<file path="src/rtl/bsg_manycore_mem_responder.sv">
// Manycore endpoint memory responder: byte-masked SRAM that serves load/store packets and returns one response each.
// Optional address-error reporting is enabled by defining BSG_MANYCORE_MEM_RESPONDER_ERR_EN.
module bsg_manycore_mem_responder #(
  parameter int unsigned x_cord_width_p = 4,
  parameter int unsigned y_cord_width_p = 4,
  parameter int unsigned data_width_p   = 32,
  parameter int unsigned addr_width_p   = 32,
  parameter int unsigned mem_els_p      = 16,
  // request (LSB first): dst_x, dst_y, src_x, src_y, payload, mask, op (1 = store), addr
  localparam int unsigned packet_width_lp =
    2 * (x_cord_width_p + y_cord_width_p) + data_width_p + data_width_p / 8 + 1 + addr_width_p,
  // return (LSB first): dst_x, dst_y, data, type
  localparam int unsigned return_packet_width_lp =
    x_cord_width_p + y_cord_width_p + data_width_p + 2
) (
  input  logic                              clk_i,
  input  logic                              reset_n_i,
  input  logic [packet_width_lp-1:0]        in_packet_i,
  input  logic                              in_v_i,
  output logic                              in_yumi_o,
  output logic [return_packet_width_lp-1:0] returning_data_o,
  output logic                              returning_v_o,
  input  logic                              returning_ready_i,
  output logic                              err_o
);

  localparam int unsigned XW      = x_cord_width_p;
  localparam int unsigned YW      = y_cord_width_p;
  localparam int unsigned DW      = data_width_p;
  localparam int unsigned AW      = addr_width_p;
  localparam int unsigned MW      = data_width_p / 8;
  localparam int unsigned LG      = $clog2(mem_els_p);
  localparam int unsigned SRCX_LO = XW + YW;
  localparam int unsigned SRCY_LO = 2 * XW + YW;
  localparam int unsigned DATA_LO = 2 * XW + 2 * YW;
  localparam int unsigned MASK_LO = DATA_LO + DW;
  localparam int unsigned OP_BIT  = MASK_LO + MW;
  localparam int unsigned ADDR_LO = OP_BIT + 1;

  logic [DW-1:0] r_mem [mem_els_p];
  logic [DW-1:0] r_rdata;
  logic          r_v;
  logic [1:0]    r_type;
  logic [XW-1:0] r_dst_x;
  logic [YW-1:0] r_dst_y;

  logic [XW-1:0] w_src_x;
  logic [YW-1:0] w_src_y;
  logic [DW-1:0] w_payload;
  logic [MW-1:0] w_mask;
  logic          w_store;
  logic [AW-1:0] w_addr;
  logic [LG-1:0] w_idx;
  logic          w_in_range;
  logic          w_yumi;
  logic [1:0]    w_type;
  logic          w_unused_dst;

  assign w_src_x      = in_packet_i[SRCX_LO +: XW];
  assign w_src_y      = in_packet_i[SRCY_LO +: YW];
  assign w_payload    = in_packet_i[DATA_LO +: DW];
  assign w_mask       = in_packet_i[MASK_LO +: MW];
  assign w_store      = in_packet_i[OP_BIT];
  assign w_addr       = in_packet_i[ADDR_LO +: AW];
  assign w_idx        = w_addr[LG-1:0];
  assign w_in_range   = (w_addr < AW'(mem_els_p));
  assign w_unused_dst = ^in_packet_i[SRCX_LO-1:0];

  // Accept whenever the return slot is empty or drains this cycle.
  assign w_yumi    = in_v_i & reset_n_i & (~r_v | returning_ready_i);
  assign in_yumi_o = w_yumi;

`ifdef BSG_MANYCORE_MEM_RESPONDER_ERR_EN
  assign w_type = w_in_range ? {1'b0, ~w_store} : 2'd2;
`else
  assign w_type = {1'b0, ~w_store};
`endif

  // SRAM array and its read register; only touched on yumi so a stalled return keeps its data.
  always_ff @(posedge clk_i) begin
    if (w_yumi) begin
      if (w_store && w_in_range) begin
        for (int unsigned b = 0; b < MW; b++) begin
          if (w_mask[b]) r_mem[w_idx][8*b +: 8] <= w_payload[8*b +: 8];
        end
      end
      r_rdata <= (!w_store && w_in_range) ? r_mem[w_idx] : '0;
    end
  end

  // Return slot control and header fields.
  always_ff @(posedge clk_i) begin
    if (!reset_n_i) begin
      r_v     <= 1'b0;
      r_type  <= 2'd0;
      r_dst_x <= '0;
      r_dst_y <= '0;
    end else if (w_yumi) begin
      r_v     <= 1'b1;
      r_type  <= w_type;
      r_dst_x <= w_src_x;
      r_dst_y <= w_src_y;
    end else if (returning_ready_i) begin
      r_v     <= 1'b0;
    end
  end

`ifdef BSG_MANYCORE_MEM_RESPONDER_ERR_EN
  logic r_err;

  // Sticky until reset.
  always_ff @(posedge clk_i) begin
    if (!reset_n_i)                  r_err <= 1'b0;
    else if (w_yumi && !w_in_range)  r_err <= 1'b1;
  end

  assign err_o = r_err;
`else
  assign err_o = 1'b0;
`endif

  assign returning_v_o    = r_v;
  assign returning_data_o = {r_type, r_rdata, r_dst_y, r_dst_x};

endmodule

</file>
<file path="config.mk">
export PLATFORM = sky130hd
export DESIGN_NAME = bsg_manycore_mem_responder
export DESIGN_NICKNAME = d
export VERILOG_FILES = /design/src/rtl/bsg_manycore_mem_responder.sv
export SDC_FILE = /design/constraint.sdc
export NUM_CORES = 1
export LEC_CHECK = 0
export CORE_AREA = 2 2 163 229
export DETAILED_ROUTE_END_ITERATION = 16
export DIE_AREA = 0 0 165 231
export PLACE_DENSITY = 0.84
export RECOVER_POWER = 50
export SLEW_MARGIN = 20
export SYNTH_ARGS = -nofsm -noshare
export SYNTH_HDL_FRONTEND = slang
export SYNTH_SLANG_ARGS = --single-unit
</file>
<file path="constraint.sdc">
create_clock -name clk_i -period 3.2 [get_ports clk_i]
set_input_delay 0.64 -clock clk_i [delete_from_list [all_inputs] [get_ports clk_i]]
set_output_delay 0.64 -clock clk_i [all_outputs]
set_load 0.05 [all_outputs]
</file>
# == After elaboration in Yosys (flattened, before gate mapping) ==
# Memory sizes are Yosys's and may differ from the RTL's. A register that Yosys moved wholly into a read port is not among the register bits.
# Index checks and enable logic that the tools add are counted.
# classes
n_shift,0
bitwise,5
eq_ne,0
mux,18
order_cmp,1
div_mod_pow,0
reduce_logical,5
multipliers,0
add_sub_neg,0
# op_table
cell,n
$lt A32 B5 Y1 const B,1
$mux W1,18
$and A1 B1 Y1,2
$logic_and A1 B1 Y1,2
$logic_not A1 Y1,2
$not A1 Y1,2
$reduce_bool A2 Y1,1
$or A1 B1 Y1,1
# totals
output_inout_bits,45
latch_bits,0
wordCells,34
register_bits,10
ram_bits,512
mem_count,1
rom_bits,0
# mem_list
memory,words,width,read_ports,rd_ports_with_merged_regs,write_ports,line,rtl
r_mem,16,32,1,1,1,40,logic [DW-1:0] r_mem [mem_els_p];

# == Depth between registers and ports, before layout ==
# Gate-level depths: netlist (run 1).
# logic_depth
word_depth,5
ltp_mapped,6

# == Least setup slack after synthesis (run 1) ==
# Ideal clock, no wire load.
# synth_timing
path_kind,input to output
startpoint,input in_v_i
endpoint,output in_yumi_o
setup_slack_ps,58
n_path_buf,1
arrival_ps,2502
t_required_ps,2560
cell_stages,3
path_cell_list,nand2_1 -> nor2_1 -> clkbuf_1
# synth_between
elab_chain_len,2
# synth_rtl
item,line,rtl
start: declaration,19,"input logic in_v_i,"
$and A1 B1 Y1 (2 in a row),70,assign w_yumi = in_v_i & reset_n_i & (~r_v | returning_ready_i);
end: declaration,20,"output logic in_yumi_o,"
# No other way between the ends.

# == Final worst setup path (run 1) ==
# layout_timing
startpoint,input in_packet_i[72]
endpoint,memory r_mem[7][10] (netlist bit) (enable)
# layout_between
elab_chain_len,5
# layout_rtl
item,line,rtl
start: declaration,18,"input logic [packet_width_lp-1:0] in_packet_i,"
$lt A32 B5 Y1,66,assign w_in_range = (w_addr < AW'(mem_els_p));
$logic_and A1 B1 Y1,82,if (w_store && w_in_range) begin
$mux W1,82,
$mux W1,81,if (w_yumi) begin
$mux W1 (implied by the code),84,if (w_mask[b]) r_mem[w_idx][8*b +: 8] <= w_payload[8*b +: 8];
end: declaration,40,
# No other way between the ends.

==> results.cfg, run 1 <==
[global_route]
grt_pass1_wl_mm = 69.5
globalRoute.totalOverflow = 0
grtUsageTotal = 0.254
grt_antenna_before_repair = 1
grt_pass1_vias = 11270
grt_max_degree = 60

[cts]
worstSkewPairLatency_ns = 0.57
post_cts.repair.setup_buffers = 0
cts-buffers-inserted = 47
tritoncts_clock_tree = done
ctsHoldBuffers = 0
cts.sink_count = 554
worst_setup_hold_path_clk_slew_ns = 0.06
htreeDepth = 2
max-clock-path-buffers = 3
number_of_resized_instances_in_the_post_cts_repair_step = 0
cts.root.buffer_cell = sky130_fd_sc_hd__clkbuf_16

[synthesis]
postSynthAreaPerCell_um2 = 21.7
synthDominantAreaCellType = sky130_fd_sc_hd__edfxtp_1
synthArstFlopShare = 0
yosysMostFrequentCell = sky130_fd_sc_hd__edfxtp_1
dominantRegCellSynth = sky130_fd_sc_hd__edfxtp_1
synth.distinct_cells = 24
summed_instance_area_of_the_synthesized_netlist_um2 = 21000
synth_largest_type_area_fraction = 0.777
yosysSeqAreaShare = 0.787
yosys_register_bits = 554
yosys_warnings = 0
post_synth_inst_count = 967
synth-edff-count = 544
synth_commonest_cells = sky130_fd_sc_hd__edfxtp_1 (544), sky130_fd_sc_hd__mux4_2 (128), sky130_fd_sc_hd__nor2_1 (68)
netlist_top_cells_area = sky130_fd_sc_hd__edfxtp_1 (78%), sky130_fd_sc_hd__mux4_2 (14%), sky130_fd_sc_hd__a22oi_1 (2.3%)

[layout]
finalNetCount = 1260
layout-drive-gt1-share = 0.247
area.growth.synth_to_final_pct = 18.0
filler_cell_count = 2042

[timing]
finClkSkew_ns = 0.0213
rsz0062_at_grt = false
timing_hold_violations_final = 0
setup_slack_ns = 0.490
max-slew-margin-rel = 0.110
worst_slew_pin_slew_ns = 1.34
layout_worst_path_cycle_share = 0.847
timing.final.max_slew_violations = 0
final_worst_path_period_need_ns = 2.71
fmaxAchievable_mhz = 369
setup_tns_ns = 0
setup_violations = 0

[place]
placement.io_buffers = 123
hpwlAfterDp_mm = 27.6
place.gp.congestion = 0.767
dp_worst_setup_slack_ns = 0.326

[flow_run]
max-cap-violations = 0

[floorplanning]
core_area_um2 = 36200
initial_core_util = 0.580
num_rows = 83
die_area_um2 = 38100
num_io_pins = 134
floorplan.die.height_um = 231
die_w_um = 165

[worst_setup_path]
endpoint_kind = flip-flop
crit_chain = dlygate4sd3_1, nor4_1, and4_1, nand4_4, nor2_1, buf_4
path_buf_inv = 2
critical_path.max_stage_delay_ns = 0.64
worstPathMaxFanout = 16
crit_path_kind = input port to flip-flop
data_arrival_time_at_the_worst_slack_endpoint_ns = 2.98
critPathRequiredTime_ns = 3.47
critical_path.slowest_cell = sky130_fd_sc_hd__and4_1
critical-path-top-delay-family = simple AND/OR/NAND/NOR gates
timing.critical_path.from_type = input port

[status]
outcome = complete, no violations

[detailed_routing]
detail_route.drc_violations = 0
via_to_cell_ratio = 6.48
wire_length_per_cell_after_detailed_routing_um = 28.2
finalWirelength_mm = 47.2
postRouteAntennaNets = 0
dr.pass1.iters = 5
detailroute.via_count = 10850
detail_route.iter0.violations = 1114

[power_and_ir_drop]
p_per_area_nw_per_um2 = 579
peakVddDrop_v = 0.000324
static-leakage-power_uw = 0.00782

[hold_path]
min_path_type = flip-flop to flip-flop
==> placed cells by master (no fill, tap or decap), drive strengths merged, types with 2 or more instances in the layout <==
master and n:
a21oi 32, a22oi 64, buf 88, bufinv 4
clkbuf 58, clkdlybuf4s50 86, clkinv 23, clkinvlp 2
conb 2, dfxtp 10, dlygate4sd3 34, edfxtp 544
mux4 128, nand2 29, nand3 4, nand4 4
nor2 68, nor2b 5, nor4 7, o21ai 9
==> flip-flops by register name, summed over array words and instances (netlist names) <==
| signal | count |
|---|---|
| r_type | 1 |
| returning_v_o | 1 |
| r_dst_x | 4 |
| r_dst_y | 4 |
| r_rdata | 32 |
| r_mem | 512 |
==> tightest hold or removal path, stage by stage, from the launching register on <==
cell	delay (ns)
sky130_fd_sc_hd__dfxtp_1	0.31
sky130_fd_sc_hd__nand2_1	0.05
sky130_fd_sc_hd__o21ai_0	0.06
==> final timing paths <==
| kind | slack (ns) | cells past startpoint | startpoint | end |
|---|---|---|---|---|
| min reg2reg | 0.46 | 2 | r_dst_y[0]$_SDFFE_PN0P_ | r_dst_y[0]$_SDFFE_PN0P_ |
| max | 0.49 | 6 | in_packet_i[72] | r_mem[7][10]$_DFFE_PP_ |
| max reg2reg | 0.95 | 4 | returning_v_o$_SDFFE_PN0P_ | r_dst_y[1]$_SDFFE_PN0P_ |
| min | 0.46 | 2 | r_dst_y[0]$_SDFFE_PN0P_ | r_dst_y[0]$_SDFFE_PN0P_ |
==> final cells by class <==
class / instances / area, um2 / area share
Antenna cell: 1 / 2.50 / 0.000101
Clock buffer: 56 / 1250 / 0.0505
Multi-Input combinational cell: 358 / 4200 / 0.170
Tap cell: 467 / 584 / 0.0236
Timing Repair Buffer: 210 / 1970 / 0.0794
Clock inverter: 29 / 244 / 0.00984
Sequential cell: 554 / 16500 / 0.667
==> through the flow <==
step	utilization	cell area [um2]	hold slack [ns]	std cells	power, uW
after global routing	0.684	24800	0.496	1675	14700
after CTS	0.684	24800	0.464	1674	14400
after floorplan	-	21000	0.671	968	8580
after global placement	0.643	23300	0.450	1589	8900
after detailed placement	0.643	23300	0.454	1589	8930
final	0.684	24800	0.459	1675	14400
==> cell families (layout without fill, tap and decap cells) <==
logic type	count (synthesis)	in the layout	synth area share
DFF	554	554	0.787
muxes	128	128	0.137
and+or+nand+nor	122	122	0.0285
AOI/OAI and AO/OA	106	106	0.0330
buffers and inverters	56	295	0.0143
other	1	3	0.000178
==> power breakdown <==
part / switching [uW] / internal [uW]
Sequential: 10.7 / 7980
Clock: 2470 / 3120
Combinational: 457 / 323
Total: 2940 / 11400
==> layer usage <==
metal / global-route usage / wire length [um] / vias up
met1: 0.311 / 16000 / 5493
met5: 0 / 0 / -
met3: 0.0462 / 3760 / 158
met4: 0.104 / 2090 / 0
met2: 0.445 / 25300 / 755
li1: - / - / 4444
Note: power is estimated with default switching activity, not from simulation.
==> run 2: changes to the inputs <==
==> constraint.sdc (replaced) <==
create_clock -name clk_i -period 2.5 [get_ports clk_i]
set_input_delay 0.5 -clock clk_i [delete_from_list [all_inputs] [get_ports clk_i]]
set_output_delay 0.5 -clock clk_i [all_outputs]
set_load 0.05 [all_outputs]
==> run 2 against run 1 <==
  * Power is 29% higher
  * Non-clock buffer count is 17 higher
  * Setup slack worse by 0.35 ns
  * Flip-flop and latch count stayed put
  * First-iteration DRC count is 3.6% higher
  * Final cell count is 1.1% higher
  * Cell area is 1.0% higher
  * Clock-buffer cell count stayed put
  * Combinational power is 33% higher
  * Sequential power is 28% higher
  * Critical path depth is 1 lower
  * Clock power is 29% higher
  * Critical endpoint is now r_mem[15][24]$_DFFE_PP_
  * Largest cell class unchanged
==> results.cfg, run 2 (synthesized netlist as in run 1, its figures left out) <==
[cts]
htreeDepth = 2
ctsHoldBuffers = 0
max-clock-path-buffers = 3
tritoncts_clock_tree = done
post_cts.repair.setup_buffers = 0
cts-buffers-inserted = 46
cts.root.buffer_cell = sky130_fd_sc_hd__clkbuf_16
worstSkewPairLatency_ns = 0.57
worst_setup_hold_path_clk_slew_ns = 0.07
number_of_resized_instances_in_the_post_cts_repair_step = 0
cts.sink_count = 554

[global_route]
grt_pass1_vias = 11311
grt_antenna_before_repair = 3
grt_pass1_wl_mm = 71.3
grtUsageTotal = 0.261
grt_max_degree = 36
globalRoute.totalOverflow = 0

[layout]
registers.top_by_ff_count = r_mem
finalInstanceArea_um2 = 25000
area.growth.synth_to_final_pct = 19.2
largest_register_ff_count = 512
leading_cell_type_in_the_layout_fill_and_taps_excluded = sky130_fd_sc_hd__edfxtp_1
finish.cell_count_without_fillers = 1694
multi_input_comb_area_um2 = 4200
finalNetCount = 1276
filler_cell_count = 2035
layout.cells.most_common_list = sky130_fd_sc_hd__edfxtp_1 (544), sky130_fd_sc_hd__mux4_2 (128), sky130_fd_sc_hd__clkdlybuf4s50_1 (87)
final_util = 0.691
layout-drive-gt1-share = 0.252
regArea_um2 = 16500
largestRegisters = r_mem: 512 flops, r_rdata: 32 flops

[floorplanning]
initial_core_util = 0.580
core_area_um2 = 36200
die_area_um2 = 38100
num_io_pins = 134
floorplan.die.height_um = 231
die_w_um = 165
num_rows = 83

[place]
placement.io_buffers = 123
place.gp.congestion = 0.765
post_dp_cell_area_um2 = 23600
post_placement_cell_count = 1606
hpwlAfterDp_mm = 28.6
dp_worst_setup_slack_ns = -0.139

[worst_setup_path]
data_arrival_time_at_the_worst_slack_endpoint_ns = 2.61
timing.critical_path.from_type = input port
critPathRequiredTime_ns = 2.76
crit_path_kind = input port to flip-flop
endpoint_kind = flip-flop
worstPathMaxFanout = 8
ff2ff_path_depth = 4

[timing]
rsz0062_at_grt = false
finClkSkew_ns = 0.0182
max-slew-margin-rel = 0.381
setup_slack_ns = 0.143
fmaxAchievable_mhz = 424
layout_worst_path_cycle_share = 0.943
timing_hold_violations_final = 0
final_worst_path_period_need_ns = 2.36
hold_slack_ns = 0.465
worst_slew_pin_slew_ns = 0.929
timing.final.max_slew_violations = 0
setup_violations = 0

[detailed_routing]
detailroute.via_count = 10961
postRouteAntennaNets = 0
finalWirelength_mm = 48.4
wire_length_per_cell_after_detailed_routing_um = 28.6
dr.pass1.iters = 5
detail_route.iter0.violations = 1154
detail_route.drc_violations = 0
via_to_cell_ratio = 6.47

[hold_path]
min_path_type = flip-flop to flip-flop
worst_hold_path.num_cells = 2

[power_and_ir_drop]
comb_power_share = 0.056
p_per_area_nw_per_um2 = 738
swShare = 0.202
static-leakage-power_uw = 0.00793
internal_power_uw = 14700
proportion_of_power_drawn_by_flip_flops_and_latches = 0.554
peakVddDrop_v = 0.000458
power.switching_uw = 3730
clockPowerShare = 0.390

[flow_run]
max-cap-violations = 0

[status]
outcome = complete, no violations
run 2: power groups by stage:
stage	Combinational [uW]	Sequential, uW	Clock [uW]
6_report	1040	10200	7210
5_1_grt	1090	10200	7590
4_1_cts	1050	10200	7280
3_5_place_dp	1030	10400	0
3_3_place_gp	1000	10400	0
2_1_floorplan	424	10600	0
run 2: path summary, 6_finish.rpt:
kind	startpoint	to	slack, ns
setup / recovery	in_packet_i[56]	r_mem[15][24]$_DFFE_PP_	0.14
hold / removal	r_dst_x[2]$_SDFFE_PN0P_	r_dst_x[2]$_SDFFE_PN0P_	0.46
setup reg to reg	returning_v_o$_SDFFE_PN0P_	r_rdata[7]$_SDFFCE_PN0P_	0.38
hold reg to reg	r_dst_x[2]$_SDFFE_PN0P_	r_dst_x[2]$_SDFFE_PN0P_	0.46
run 2: final cells by class:
class,instances,share of cell area
Sequential cell,554,0.660
Multi-Input combinational cell,358,0.168
Timing Repair Buffer,227,0.0878
Clock buffer,56,0.0500
Tap cell,467,0.0233
Clock inverter,29,0.0104
Antenna cell,3,0.000300
run 2: critical path: stages:
cell and delay [ns]:
sky130_fd_sc_hd__dlygate4sd3_1 0.67, sky130_fd_sc_hd__and2_0 0.56, sky130_fd_sc_hd__nand3_1 0.38, sky130_fd_sc_hd__nor2_1 0.24, sky130_fd_sc_hd__buf_4 0.25
run 2: metrics by stage:
| step | setup TNS (ns) | total power [uW] |
|---|---|---|
| 6_report | 0 | 18500 |
| 3_3_place_gp | -1.75 | 11400 |
| 5_1_grt | 0 | 18900 |
| 3_5_place_dp | -27.37 | 11500 |
| 4_1_cts | 0 | 18600 |
| 2_1_floorplan | 0 | 11000 |
run 2: layer usage:
layer | GRT usage | wire [um] | up-vias
met2 | 0.445 | 25700 | 723
met1 | 0.325 | 16400 | 5609
met5 | 0 | 0 | -
met4 | 0.120 | 2100 | 0
met3 | 0.0505 | 4180 | 150
li1 | - | - | 4479
